<file path="config.mk">
export PLATFORM = sky130hd
export DESIGN_NAME = apb_master_n
export DESIGN_NICKNAME = d
export VERILOG_FILES = /design/src/rtl/apb_pkg.sv /design/src/rtl/apb_addr_decoder.sv /design/src/rtl/apb_master_n.sv
export SDC_FILE = /design/constraint.sdc
export NUM_CORES = 1
export LEC_CHECK = 0
export BUFFER_PORTS_ARGS = -buffer_cell sky130_fd_sc_hd__buf_4
export CORE_AREA = 5 5 135 137
export DETAILED_ROUTE_END_ITERATION = 16
export DIE_AREA = 0 0 140 142
export GPL_TIMING_DRIVEN = 0
export PLACE_DENSITY = 0.64
export SETUP_SLACK_MARGIN = 0.4
export SYNTH_ARGS = -nofsm -noshare
export SYNTH_HDL_FRONTEND = slang
export SYNTH_SLANG_ARGS = --single-unit
</file>
<file path="constraint.sdc">
create_clock -name PCLK -period 3 [get_ports PCLK]
set_clock_uncertainty 0.2 [all_clocks]
set_input_delay 0.6 -clock PCLK [delete_from_list [all_inputs] [get_ports PCLK]]
set_output_delay 0.6 -clock PCLK [all_outputs]
set_load 0.1 [all_outputs]
</file>
<file path="src/rtl/apb_pkg.sv">
// Shared types and defaults for the APB requester and its address decoder.
package apb_pkg;

  typedef enum logic [1:0] {IDLE, SETUP, ACCESS} apb_state_e;

  localparam logic [31:0] DEF_BASE_ADDR   = 32'h1000_0000;
  localparam int          DEF_REGION_BITS = 12;

  typedef struct packed {
    logic       hit;
    logic [3:0] idx;
  } apb_dec_t;

endpackage

</file>
<file path="src/rtl/apb_addr_decoder.sv">
// Maps an address onto fixed-size completer regions above BASE_ADDR; one-hot PSEL when enabled.
module apb_addr_decoder
  import apb_pkg::*;
#(
  parameter int                NUM_SLV     = 5,
  parameter int                ADDR_W      = 32,
  parameter logic [ADDR_W-1:0] BASE_ADDR   = ADDR_W'(DEF_BASE_ADDR),
  parameter int                REGION_BITS = DEF_REGION_BITS
) (
  input  logic [ADDR_W-1:0]  addr,
  input  logic               en,
  output apb_dec_t           dec,
  output logic [NUM_SLV-1:0] psel
);

  logic [ADDR_W-1:0] off;
  logic [ADDR_W-1:0] idx_full;

  always_comb begin
    off      = addr - BASE_ADDR;
    idx_full = off >> REGION_BITS;
    // Full-width index compare so addresses far above the last region miss.
    dec.hit  = (addr >= BASE_ADDR) && (idx_full < ADDR_W'(NUM_SLV));
    dec.idx  = idx_full[3:0];
    for (int i = 0; i < NUM_SLV; i++) begin
      psel[i] = en && dec.hit && (dec.idx == 4'(i));
    end
  end

endmodule

</file>
<file path="src/rtl/apb_master_n.sv">
// APB requester: latches a core load/store, runs SETUP/ACCESS to one of NUM_SLV completers,
// and reports completion with PSLVERR, unmapped-address and wait-timeout errors.
module apb_master_n
  import apb_pkg::*;
#(
  parameter int                NUM_SLV     = 5,
  parameter int                ADDR_W      = 32,
  parameter int                DATA_W      = 32,
  parameter logic [ADDR_W-1:0] BASE_ADDR   = ADDR_W'(DEF_BASE_ADDR),
  parameter int                REGION_BITS = DEF_REGION_BITS,
  parameter int                TIMEOUT     = 16
) (
  input  logic                      PCLK,
  input  logic                      PRESET,
  output logic [ADDR_W-1:0]         PADDR,
  output logic                      PWRITE,
  output logic                      PENABLE,
  output logic [DATA_W-1:0]         PWDATA,
  output logic [DATA_W/8-1:0]       PSTRB,
  output logic [NUM_SLV-1:0]        PSEL,
  input  logic [NUM_SLV*DATA_W-1:0] PRDATA,
  input  logic [NUM_SLV-1:0]        PREADY,
  input  logic [NUM_SLV-1:0]        PSLVERR,
  input  logic                      transfer,
  input  logic                      write,
  input  logic [ADDR_W-1:0]         addr,
  input  logic [DATA_W-1:0]         wdata,
  input  logic [DATA_W/8-1:0]       wstrb,
  output logic                      ready,
  output logic [DATA_W-1:0]         rdata,
  output logic                      err
);

  localparam int CNT_W  = $clog2(TIMEOUT);
  localparam int STRB_W = DATA_W / 8;

  apb_state_e        state_q, state_d;
  logic [CNT_W-1:0]  cnt_q, cnt_d;
  logic [ADDR_W-1:0] paddr_q, paddr_d;
  logic              pwrite_q, pwrite_d;
  logic [DATA_W-1:0] pwdata_q, pwdata_d;
  logic [STRB_W-1:0] pstrb_q, pstrb_d;

  apb_dec_t          dec;
  logic              sel_ready, sel_err, done;
  logic [DATA_W-1:0] sel_rdata;

  apb_addr_decoder #(
    .NUM_SLV    (NUM_SLV),
    .ADDR_W     (ADDR_W),
    .BASE_ADDR  (BASE_ADDR),
    .REGION_BITS(REGION_BITS)
  ) u_dec (
    .addr(paddr_q),
    .en  (state_q != IDLE),
    .dec (dec),
    .psel(PSEL)
  );

  // Completion mux: only the selected completer's response is visible.
  always_comb begin
    sel_ready = 1'b0;
    sel_err   = 1'b0;
    sel_rdata = '0;
    for (int i = 0; i < NUM_SLV; i++) begin
      if (dec.hit && dec.idx == 4'(i)) begin
        sel_ready = PREADY[i];
        sel_err   = PSLVERR[i];
        sel_rdata = PRDATA[i*DATA_W +: DATA_W];
      end
    end
  end

  always_comb begin
    state_d  = state_q;
    cnt_d    = cnt_q;
    paddr_d  = paddr_q;
    pwrite_d = pwrite_q;
    pwdata_d = pwdata_q;
    pstrb_d  = pstrb_q;
    ready    = 1'b0;
    rdata    = '0;
    err      = 1'b0;
    done     = !dec.hit || sel_ready || (cnt_q == CNT_W'(TIMEOUT - 1));

    unique case (state_q)
      IDLE: if (transfer) state_d = SETUP;
      SETUP: begin
        state_d = ACCESS;
        cnt_d   = '0;
      end
      ACCESS: begin
        if (done) begin
          ready = 1'b1;
          if (dec.hit && sel_ready) begin
            err   = sel_err;
            rdata = pwrite_q ? '0 : sel_rdata;
          end else begin
            err   = 1'b1;
          end
          state_d = transfer ? SETUP : IDLE;
        end else begin
          cnt_d = cnt_q + 1'b1;
        end
      end
      default: state_d = IDLE;
    endcase

    // A request is taken either from IDLE or in the completing ACCESS cycle.
    if (state_q != SETUP && state_d == SETUP) begin
      paddr_d  = addr;
      pwrite_d = write;
      pwdata_d = wdata;
      pstrb_d  = write ? wstrb : '0;
    end
  end

  always_ff @(posedge PCLK) begin
    if (PRESET) begin
      state_q  <= IDLE;
      cnt_q    <= '0;
      paddr_q  <= '0;
      pwrite_q <= 1'b0;
      pwdata_q <= '0;
      pstrb_q  <= '0;
    end else begin
      state_q  <= state_d;
      cnt_q    <= cnt_d;
      paddr_q  <= paddr_d;
      pwrite_q <= pwrite_d;
      pwdata_q <= pwdata_d;
      pstrb_q  <= pstrb_d;
    end
  end

  assign PADDR   = paddr_q;
  assign PWRITE  = pwrite_q;
  assign PWDATA  = pwdata_q;
  assign PSTRB   = pstrb_q;
  assign PENABLE = (state_q == ACCESS);

endmodule
</file>
==> results.ini <==
[status]
status=finished, violations left
violations=negative setup slack

[final_layout]
regArea_um2=1560
fin_nets=1187
area_growth_pct=110
drive_above_1_share=0.530
fill_cells=1635
fin_area_um2=8510
final_cell_count_no_fill=1177
multi_input_area_um2=2700

[floorplanning]
placementRows=48
die_w_um=140
io_pins=351
coreArea_um2=16900
die_h_um=142
die-area_um2=19900
start_util=0.239

[detailed_routing]
drc=0
drtIter0Drc=308
routed_wl_mm=22.6
first_pass_iters=7
viasPerCell=4.77
vias=5615
avgRoutedWirePerCell_um=19.2
final_antenna_net_count=0

[placement]
post-place-cells=1140
io_buffer_count=349
place_hpwl_mm=18.1
gp_congestion=0.925
place_area_um2=7320

[power]
power_mw=3.32
comb_power_share=0.341
p_leak_nw=3.66
seqPwrFrac=0.328
p_sw_mw=1.20
p_int_mw=2.12
power_density_nw_per_um2=390
switching_share=0.362
clkPwrFrac=0.331
irDropWorstVdd_v=0.000369

[logic_synthesis]
synth-seq-area-share=0.371
syn_inst=566
ys_types=41
synth-seq-cells=75
synth_nets=809
syn_area_um2=4050
syn_avg_cell_area_um2=7.16
yosys_warnings=0

[run]
cap_viol_max_count=0

[timing]
period_needed_ns=3.54
fin_crit_sh=1.18
worst_slew_pin_slew_ns=1.06
finalSetupTns_ns=-15.61
slew_violations=0
setup_ws_ns=-0.538
fmax_mhz=283
slew_headroom=0.293
finalSetupViolCount=38
hold_viol=0
grt_setup_unrepaired=true

[worst_setup_path]
cp.arrival_ns=2.74
setup.worst_path.start=PADDR[12]$_SDFFE_PP0P_
crit_required_ns=2.20
endpoint=rdata[12]
reg2reg_slack_ns=0.31
r2r_start=PADDR[25]$_SDFFE_PP0P_
path_max_fanout=7
path_class=reg -> out
critPathLaunchType=flop
crit_path_end_kind=output pin
r2r_end=PWDATA[24]$_SDFFE_PP0P_
reg2reg_depth=10

[grt]
grt.total_usage=0.214
antenna_found_initial=3
grt_overflow=0
grt_pass1_vias=5859
grt_pass1_wl_mm=33.2
grt_max_degree=15

[clocking]
cts_made_buffers=9
tritoncts=done
holdBufCountCts=0
cts.sinks=75
worstSkewPairLatency_ns=0.34
cts_max_level=3
cts-root-buf=clkbuf_16
clk_pin_slew_worst_paths_ns=0.07
cts_buffer_depth=2

[min_path]
min_path_type=reg -> reg

==> power groups by stage <==
stage	clock, mW	sequential [mW]	combinational (mW)
CTS	1.13	1.09	1.12
detailed placement	0	1.11	1.07
global route	1.17	1.10	1.20
global placement	0	1.10	1.07
finish	1.10	1.09	1.13
floorplan	0	1.48	0.271
==> synth_stat cells (all sizes together) <==
cell type | number | share of area
and2 | 1 | 0.0015
nand2b | 3 | 0.0046
nand4 | 1 | 0.0015
nand2 | 170 | 0.16
a222oi | 31 | 0.077
a21oi | 129 | 0.16
or3 | 2 | 0.0031
a32oi | 1 | 0.0022
clkbuf | 32 | 0.030
a22oi | 1 | 0.0019
o211ai | 1 | 0.0019
nor2b | 5 | 0.0077
nor4b | 2 | 0.0059
nand3b | 2 | 0.0037
mux2i | 3 | 0.0074
a2111oi | 1 | 0.0022
inv | 3 | 0.0028
a221o | 2 | 0.0049
or2 | 1 | 0.0015
nor2 | 37 | 0.053
nor4 | 4 | 0.0062
o21ai | 6 | 0.0074
nor3b | 6 | 0.011
a21boi | 1 | 0.0019
a31oi | 1 | 0.0031
and3 | 3 | 0.0046
buf | 18 | 0.027
ha | 1 | 0.0031
mux4 | 1 | 0.0056
o2111ai | 1 | 0.0022
or4 | 1 | 0.0019
nor3 | 6 | 0.0074
dfxtp | 75 | 0.37
a31o | 1 | 0.0022
nand3 | 12 | 0.015
a211o | 1 | 0.0022
==> flip-flops by register name (all words and copies together), names as in the netlist <==
name / count
PWDATA: 32
state_q: 2
cnt_q: 4
PSTRB: 4
PADDR: 32
PWRITE: 1
==> through the flow <==
step / setup WS, ns / util / hold WS (ns)
2_1_floorplan: -0.521 / - / 0.246
3_3_place_gp: -0.465 / 0.432 / 0.242
3_5_place_dp: -0.479 / 0.432 / 0.247
4_1_cts: -0.580 / 0.495 / 0.256
5_1_grt: -0.632 / 0.503 / 0.270
6_report: -0.538 / 0.503 / 0.254
==> worst max-delay path, cell delays in order, from the launching register on <==
cell and delay, ns:
dfxtp_4 0.35, buf_6 0.13, o21ai_2 0.15, nand2_2 0.10, or3_4 0.40, buf_6 0.12
or4_4 0.43, buf_12 0.17, buf_6 0.12, nor3_4 0.20, buf_12 0.20
==> final cells by class <==
type                       instances  area share
antenna                            3    0.000882
buffer                            50      0.0412
clock buffer                      10      0.0269
clock inverter                     6     0.00838
inverter                           3     0.00132
multi-input combinational        438       0.317
sequential                        75       0.183
tap                              225      0.0331
timing repair buffer             367       0.388
==> cells by family after synthesis <==
| family | after synthesis | share of synthesized area |
|---|---|---|
| flip-flops | 75 | 0.371 |
| AND/OR/NAND/NOR | 256 | 0.286 |
| adder cells (fa/ha/maj) | 1 | 0.00309 |
| buffers and inverters | 53 | 0.0593 |
| multiplexers | 4 | 0.0130 |
| AO/OA/AOI/OAI | 177 | 0.268 |
==> per-layer routing <==
layer,global-route usage,routed length (um),vias up
met5,0,0,-
met4,0.105,884,0
met3,0.0780,2220,43
met2,0.376,11400,285
met1,0.228,8020,2525
li1,-,-,2762
==> cells in the final DEF, fill, tap and decap left out, types with 3 or more instances in the layout <==
cell / synthesis / final
o21ai_0: 6 / 5
a21oi_1: 129 / 129
buf_6: 3 / 5
mux2i_1: 3 / 3
nor2b_1: 5 / 4
nor2_1: 27 / 4
nand3_1: 12 / 12
clkbuf_2: 0 / 16
nor3_4: 0 / 3
dfxtp_2: 0 / 6
nand2_1: 170 / 168
a222oi_1: 31 / 31
diode_2: 0 / 3
dfxtp_1: 75 / 55
nand2b_1: 3 / 3
clkbuf_1: 32 / 11
buf_12: 0 / 42
clkbuf_16: 0 / 11
inv_1: 3 / 3
nor2_4: 10 / 32
buf_4: 1 / 326
nor3b_4: 0 / 4
dfxtp_4: 0 / 14
buf_2: 12 / 10
==> worst min path at each step <==
stage | from | to | slack (ns) | cells after the start
after global placement | PSTRB[2]$_SDFFE_PP0P_ | PSTRB[2]$_SDFFE_PP0P_ | 0.24 | 2
after CTS | PWDATA[14]$_SDFFE_PP0P_ | PWDATA[14]$_SDFFE_PP0P_ | 0.26 | 2
after floorplan | cnt_q[1]$_SDFFE_PP0P_ | cnt_q[1]$_SDFFE_PP0P_ | 0.25 | 2
after detailed placement | PWDATA[0]$_SDFFE_PP0P_ | PWDATA[0]$_SDFFE_PP0P_ | 0.25 | 2
after global routing | PWDATA[0]$_SDFFE_PP0P_ | PWDATA[0]$_SDFFE_PP0P_ | 0.27 | 2
final | PWDATA[8]$_SDFFE_PP0P_ | PWDATA[8]$_SDFFE_PP0P_ | 0.25 | 2
==> repair_timing <==
action / 4_1_cts / 5_1_grt
pin swaps: 10 / 15
buffers inserted: 14 / 2
endpoints found under the setup margin: 109 / 109
resized for setup: 152 / 37
gates cloned: 1 / 1
(Power assumes the default switching activity.)
